==> src/rtl/lane_runner_ctrl.sv <==
// Multi-lane runner game controller: tick timer, LFSR obstacle spawner, per-lane
// scroll maps, collision check, saturating score and session high score.
module lane_runner_ctrl #(
    parameter int LANES        = 4,
    parameter int VIEW         = 6,
    parameter int PLAYER_COL   = 4,
    parameter int TICK_W       = 10,
    parameter int TICK_INIT    = 300,
    parameter int TICK_MIN     = 50,
    parameter int SPAWN_THRESH = 64,
    parameter int MIN_GAP      = 2,
    parameter int SCORE_MAX    = 9999
) (
    input  logic                       Clk,
    input  logic                       Rst,
    input  logic                       LoggedIn,
    input  logic                       BtnUp,
    input  logic                       BtnDown,
    output logic [LANES*VIEW-1:0]      LaneBits,
    output logic [$clog2(LANES)-1:0]   PlayerLane,
    output logic                       GameTick,
    output logic [2:0]                 GameState,
    output logic [13:0]                GameScore,
    output logic [13:0]                HighScore,
    output logic [TICK_W-1:0]          TickPeriod
);
    localparam int LW = $clog2(LANES);
    localparam int GW = $clog2(MIN_GAP + 1) + 1;
    localparam logic [TICK_W-1:0] T_INIT  = TICK_W'(TICK_INIT);
    localparam logic [TICK_W-1:0] T_MIN   = TICK_W'(TICK_MIN);
    localparam logic [GW-1:0]     GAP_MAX = GW'(MIN_GAP);
    localparam logic [8:0]        SP_THR  = 9'(SPAWN_THRESH);
    localparam logic [7:0]        LANES8  = 8'(LANES);
    localparam logic [13:0]       S_MAX   = 14'(SCORE_MAX);
    localparam logic [LW-1:0]     TOP     = LW'(LANES - 1);

    typedef enum logic [2:0] {S_IDLE = 3'd0, S_WAIT = 3'd1, S_PLAY = 3'd2, S_END = 3'd3} state_t;
    typedef enum logic [1:0] {M_NONE, M_UP, M_DN} move_t;

    state_t                     r_state, w_state_n;
    logic [LANES-1:0][VIEW-1:0] r_lanes, w_lanes_n, w_shift;
    logic [LW-1:0]              r_lane, w_lane_n, w_tgt;
    logic [TICK_W-1:0]          r_cnt, w_cnt_n, r_period, w_period_n;
    logic [GW-1:0]              r_gap, w_gap_n;
    logic [13:0]                r_score, w_score_n, r_high, w_high_n;
    logic [15:0]                r_lfsr, w_lfsr_n;
    logic                       r_up_q, r_dn_q;
    move_t                      r_pend, w_pend_n, w_edge_mv, w_req;
    logic                       w_up_e, w_dn_e, w_any, w_tick, w_spawn, w_hit, w_mv_ok;
    logic [7:0]                 w_sp_lane8;
    logic [LANES-1:0]           w_new;

    assign w_up_e    = BtnUp & ~r_up_q;
    assign w_dn_e    = BtnDown & ~r_dn_q;
    assign w_any     = w_up_e | w_dn_e;
    assign w_edge_mv = (w_up_e && !w_dn_e) ? M_UP : ((w_dn_e && !w_up_e) ? M_DN : M_NONE);

    // Galois form of x^16+x^15+x^13+x^4+1; maximal length, so never reaches zero
    assign w_lfsr_n   = {1'b0, r_lfsr[15:1]} ^ (r_lfsr[0] ? 16'hD008 : 16'h0000);
    assign w_tick     = LoggedIn && (r_state == S_PLAY) && (r_cnt == r_period - 1'b1);
    assign w_spawn    = ({1'b0, r_lfsr[7:0]} < SP_THR) && (r_gap >= GAP_MAX);
    assign w_sp_lane8 = r_lfsr[15:8] % LANES8;

    always_comb begin
        w_new   = '0;
        w_shift = '0;
        for (int k = 0; k < LANES; k++) begin
            w_new[k]   = w_spawn && (w_sp_lane8 == 8'(k));
            w_shift[k] = {w_new[k], r_lanes[k][VIEW-1:1]};
        end
    end

    assign w_hit = w_shift[r_lane][PLAYER_COL];

    always_comb begin
        w_req   = w_any ? w_edge_mv : r_pend;
        w_tgt   = (w_req == M_UP) ? r_lane + 1'b1 : r_lane - 1'b1;
        w_mv_ok = ((w_req == M_UP) && (r_lane != TOP)) || ((w_req == M_DN) && (r_lane != '0));
    end

    always_comb begin
        w_state_n  = r_state;
        w_lanes_n  = r_lanes;
        w_lane_n   = r_lane;
        w_cnt_n    = r_cnt;
        w_period_n = r_period;
        w_gap_n    = r_gap;
        w_pend_n   = r_pend;
        w_score_n  = r_score;
        w_high_n   = r_high;
        if (!LoggedIn) begin
            w_state_n = S_IDLE;
            w_lanes_n = '0;
            w_pend_n  = M_NONE;
        end else begin
            case (r_state)
                S_IDLE: w_state_n = S_WAIT;
                S_WAIT: if (w_any) begin
                    w_state_n  = S_PLAY;
                    w_lanes_n  = '0;
                    w_score_n  = '0;
                    w_lane_n   = '0;
                    w_period_n = T_INIT;
                    w_cnt_n    = '0;
                    w_gap_n    = GAP_MAX;
                    w_pend_n   = M_NONE;
                end
                S_PLAY: if (w_tick) begin
                    w_cnt_n   = '0;
                    w_lanes_n = w_shift;
                    if (w_spawn) begin
                        w_gap_n = '0;
                        if (r_period > T_MIN) w_period_n = r_period - 1'b1;
                    end else if (r_gap < GAP_MAX) begin
                        w_gap_n = r_gap + 1'b1;
                    end
                    if (r_score < S_MAX) w_score_n = r_score + 1'b1;
                    // moves requested on a scroll step are judged against the shifted map
                    w_pend_n = w_edge_mv;
                    if (w_hit) w_state_n = S_END;
                end else begin
                    w_cnt_n  = r_cnt + 1'b1;
                    w_pend_n = M_NONE;
                    if (w_mv_ok) begin
                        if (r_lanes[w_tgt][PLAYER_COL]) w_state_n = S_END;
                        else                            w_lane_n  = w_tgt;
                    end
                end
                S_END:   if (w_any) w_state_n = S_WAIT;
                default: w_state_n = S_IDLE;
            endcase
        end
        if ((w_state_n == S_END) && (r_state != S_END) && (w_score_n > r_high))
            w_high_n = w_score_n;
    end

    always_ff @(posedge Clk or posedge Rst) begin
        if (Rst) begin
            r_state  <= S_IDLE;
            r_lanes  <= '0;
            r_lane   <= '0;
            r_cnt    <= '0;
            r_period <= T_INIT;
            r_gap    <= GAP_MAX;
            r_score  <= '0;
            r_high   <= '0;
            r_lfsr   <= 16'hACE1;
            r_up_q   <= 1'b0;
            r_dn_q   <= 1'b0;
            r_pend   <= M_NONE;
        end else begin
            r_state  <= w_state_n;
            r_lanes  <= w_lanes_n;
            r_lane   <= w_lane_n;
            r_cnt    <= w_cnt_n;
            r_period <= w_period_n;
            r_gap    <= w_gap_n;
            r_score  <= w_score_n;
            r_high   <= w_high_n;
            r_lfsr   <= w_lfsr_n;
            r_up_q   <= BtnUp;
            r_dn_q   <= BtnDown;
            r_pend   <= w_pend_n;
        end
    end

    assign LaneBits   = r_lanes;
    assign PlayerLane = r_lane;
    assign GameTick   = w_tick;
    assign GameState  = r_state;
    assign GameScore  = r_score;
    assign HighScore  = r_high;
    assign TickPeriod = r_period;
endmodule

==> config.mk <==
export PLATFORM = sky130hd
export DESIGN_NAME = lane_runner_ctrl
export DESIGN_NICKNAME = d
export VERILOG_FILES = /design/src/rtl/lane_runner_ctrl.sv
export SDC_FILE = /design/constraint.sdc
export NUM_CORES = 1
export LEC_CHECK = 0
export ABC_AREA = 1
export CAP_MARGIN = 10
export CELL_PAD_IN_SITES_DETAIL_PLACEMENT = 2
export CELL_PAD_IN_SITES_GLOBAL_PLACEMENT = 2
export CORE_MARGIN = 3
export CORE_UTILIZATION = 35
export CTS_CLUSTER_DIAMETER = 150
export DETAILED_ROUTE_END_ITERATION = 6
export GPL_TIMING_DRIVEN = 0
export PLACE_DENSITY = 0.83
export RECOVER_POWER = 100
export SLEW_MARGIN = 25
export SYNTH_ARGS = -nofsm -noshare
export SYNTH_HDL_FRONTEND = slang
export SYNTH_SLANG_ARGS = --single-unit
==> constraint.sdc <==
create_clock -name Clk -period 8.05 [get_ports Clk]
set_input_delay 1.61 -clock Clk [delete_from_list [all_inputs] [get_ports Clk]]
set_output_delay 1.61 -clock Clk [all_outputs]
set_load 0.1 [all_outputs]
==> out/summary.txt <==
outcome -> finished, violations left
failing checks -> max-capacitance violations, max-slew violations
post-synthesis average cell area -> 7.911 µm²
top_reg_cell synth -> dfrtp_1
H-tree Lvls -> 3
post-placement cell area -> 6337 µm²
Worst slew margin -> -1.168
die area -> 16850 µm²
CTS root buffer -> clkbuf_16
cts repair resizes -> 0
Clock Latency Late Sink -> 0.37 ns
1st-pass router iterations -> 4
I/O pin count -> 73
CORE AREA -> 14750 µm²
EDFF count, synth -> 0
reg2reg path depth -> 31
syn nets -> 702
initial core utilization -> 0.3636
n_diodes -> 0
grt total ovfl -> 0
register area share after synthesis -> 0.4696
Post-Synthesis Cell Area -> 5364 µm²
Post CTS Setup Buffer Count -> 0
clk_skew -> 0.01159 ns
Die Y -> 129.8 µm
final WL -> 18810 µm
reg2reg end -> HighScore[2]
Final period util -> 0.7596
CP max stage delay -> 0.59 ns
wire per inst -> 19.79 µm
critical path arrival -> 6.42 ns
Most common cell on crit path -> nand2_1
Hold Slack -> 0.3572 ns
post-DP HPWL -> 14060 µm
worst r2r src -> TickPeriod[0]
Area growth syn-to-layout -> 22.30%
Total Neg Setup Slack -> 0 ns
# nets final -> 785
Max Root-Sink Buffers -> 2
post-route antenna net violation count -> 0
vias per inst -> 5.321
CTS buffer count -> 9
synth unique cells -> 38
P per Cell Area -> 185.5 nW/µm²
delay-heaviest family, CP -> buffers and inverters
fmax -> 163.5 MHz
DRC errors left -> 0
Slew Limit Fails -> 103
CP Depth -> 24
placed cell count -> 934
FF-to-FF setup slack -> 2.95 ns
PortBufs -> 71
Critical Path Sink Type -> flop
Max Cap Viol -> 2
clock tree sinks -> 100
Syn Inst Count -> 678
most frequent cell after synthesis -> nand2_1
Worst EP required -> 8.35 ns
final hold vios -> 0
Synth area leaders -> dfrtp_1 41%, nand2_1 13%, inv_1 6.6%, dfstp_2 6.4%, nand3_1 5.8%
Synth top area share -> 0.4059
CP Class -> in -> reg
GPL Wtd Cong -> 0.8296
leading cell types by count after synthesis -> 180 x nand2_1, 94 x inv_1, 87 x dfrtp_1
Worst Setup EP -> HighScore[2]
RSZ-0062 raised after global routing -> false
first-pass GRT wire length -> 30910 µm
Buf+Inv Stages, Crit Path -> 8
vias in the first global route -> 5735
CP max stage cell -> dlygate4sd3_1
Post-CTS Hold Fix Bufs -> 0
largest net degree at the start of global routing -> 61
CTS tree -> done
Crit Path Max Fanout -> 10
initial antenna violation count -> 0
VDD IR max -> 173.4 µV
Synth async-reset ratio -> 1.000
worst-margin pin slew -> 3.253 ns
CP Launch Type -> input pin
Iter 0 DRT Violations -> 240
top cell type by total area after synthesis -> dfrtp_1
Worst Setup SP -> BtnDown
Post-Layout Inst Area -> 6560 µm²
overall routing resource usage -> 0.2353
Worst-path clk slew -> 0.07 ns
Hold Path Class -> reg -> reg
FP Rows -> 44
Synth Register Bits -> 100
Layout Utilization -> 0.4446
ratio of cells with drive above 1 in the final layout -> 0.07180
Die W -> 129.8 µm
Setup violations, final -> 0
warnings from Yosys -> 0
leakage power -> 3.191 nW
DR vias -> 5055
Final Critical Period -> 6.115 ns
CP cell instances -> dlygate4sd3_1, inv_1, o21ai_0, nor2_1, nor2_1, inv_1, clkbuf_1, nand2_1, o21ai_0, ha_1, nand2_1, inv_1, nand2_1, inv_1, nand2_1, nor2_1, nand2_1, o2111ai_1, nand3_1, nand3b_1, inv_1, clkbuf_1, nand2_1, nand2_1
Finished Layout Cells -> 950
[routing by layer]
layer | global-route usage | share of wire | vias to the layer above | wire [µm]
met5 | 0 | 0 | - | 0
met4 | 0.06601 | 0.015 | 0 | 288
met3 | 0.02947 | 0.021 | 18 | 390
met2 | 0.4161 | 0.51 | 71 | 9607
met1 | 0.3036 | 0.45 | 2605 | 8519
li1 | - | - | 2361 | -
[sequential cells by signal (all words and copies together), names as in the netlist]
signal,count
TickPeriod,10
r_dn_q,1
GameScore,14
LaneBits,24
r_up_q,1
PlayerLane,2
r_pend,2
r_lfsr,16
GameState,3
r_gap,3
r_cnt,10
HighScore,14
[logic make-up after synthesis]
kind of cell / Yosys count / share of synthesized area
flops: 100 / 0.4696
fa+ha+maj: 19 / 0.04432
xor+xnor: 8 / 0.01306
simple gates: 338 / 0.2799
other cells: 1 / 0.0006991
compound gates: 96 / 0.1075
buf+inv: 116 / 0.08491
[worst reg2reg max path, delay by kind of cell (launching register included)]
family / cells / cell delay (ns)
compound gates: 1 / 0.12
fa+ha+maj: 2 / 0.60
buf+inv: 6 / 0.97
flops: 1 / 0.46
simple gates: 22 / 2.89
[area by class of cell]
type,instances,area (µm²)
buffer,15,60.06
clock buffer,9,225.2
inverter,101,380.4
clock inverter,7,63.81
timing repair buffer,72,714.4
fill,1707,8194
sequential,100,2519
multi-input combinational,462,2367
tap,184,230.2
[cell usage in the layout (no fill, tap or decap), drive strengths merged]
cell	count
nand2	190
nor3	14
inv	99
dlygate4sd3	71
a221oi	2
clkinvlp	1
o211ai	2
nand4	13
o2111ai	2
nand3	64
o31ai	15
clkbuf	21
dfstp	13
o21ai	40
xor2	8
dfrtp	87
a22oi	2
a31o	2
a21oi	20
a211oi	2
ha	19
o221ai	1
a31oi	2
o21bai	3
nand3b	2
buf	4
clkinv	8
nor2	55
o21a	3
conb	1
[worst min path at each step]
stage	startpoint	to	slack [ns]	depth (start not counted)
5_1_grt	r_lfsr[14]	r_lfsr[13]	0.37	0
3_3_place_gp	r_lfsr[12]	r_lfsr[11]	0.33	0
3_5_place_dp	r_lfsr[14]	r_lfsr[13]	0.34	0
6_report	r_lfsr[14]	r_lfsr[13]	0.36	0
2_1_floorplan	r_lfsr[2]	r_lfsr[1]	0.33	0
4_1_cts	r_lfsr[14]	r_lfsr[13]	0.36	0
[through the flow]
stage / worst slack [ns] / power (mW)
6_report: 1.935 / 1.217
2_1_floorplan: 3.246 / 0.7231
5_1_grt: 1.207 / 1.272
4_1_cts: 2.450 / 1.233
3_5_place_dp: 2.291 / 0.7992
3_3_place_gp: 2.174 / 0.7832
[where the power goes]
part	total, mW	internal [mW]	switching (mW)
sequential	0.544	0.520	0.0234
clock	0.433	0.215	0.218
combinational	0.240	0.0570	0.183
total	1.22	0.793	0.424
Power figures use the tool's default switching activity.
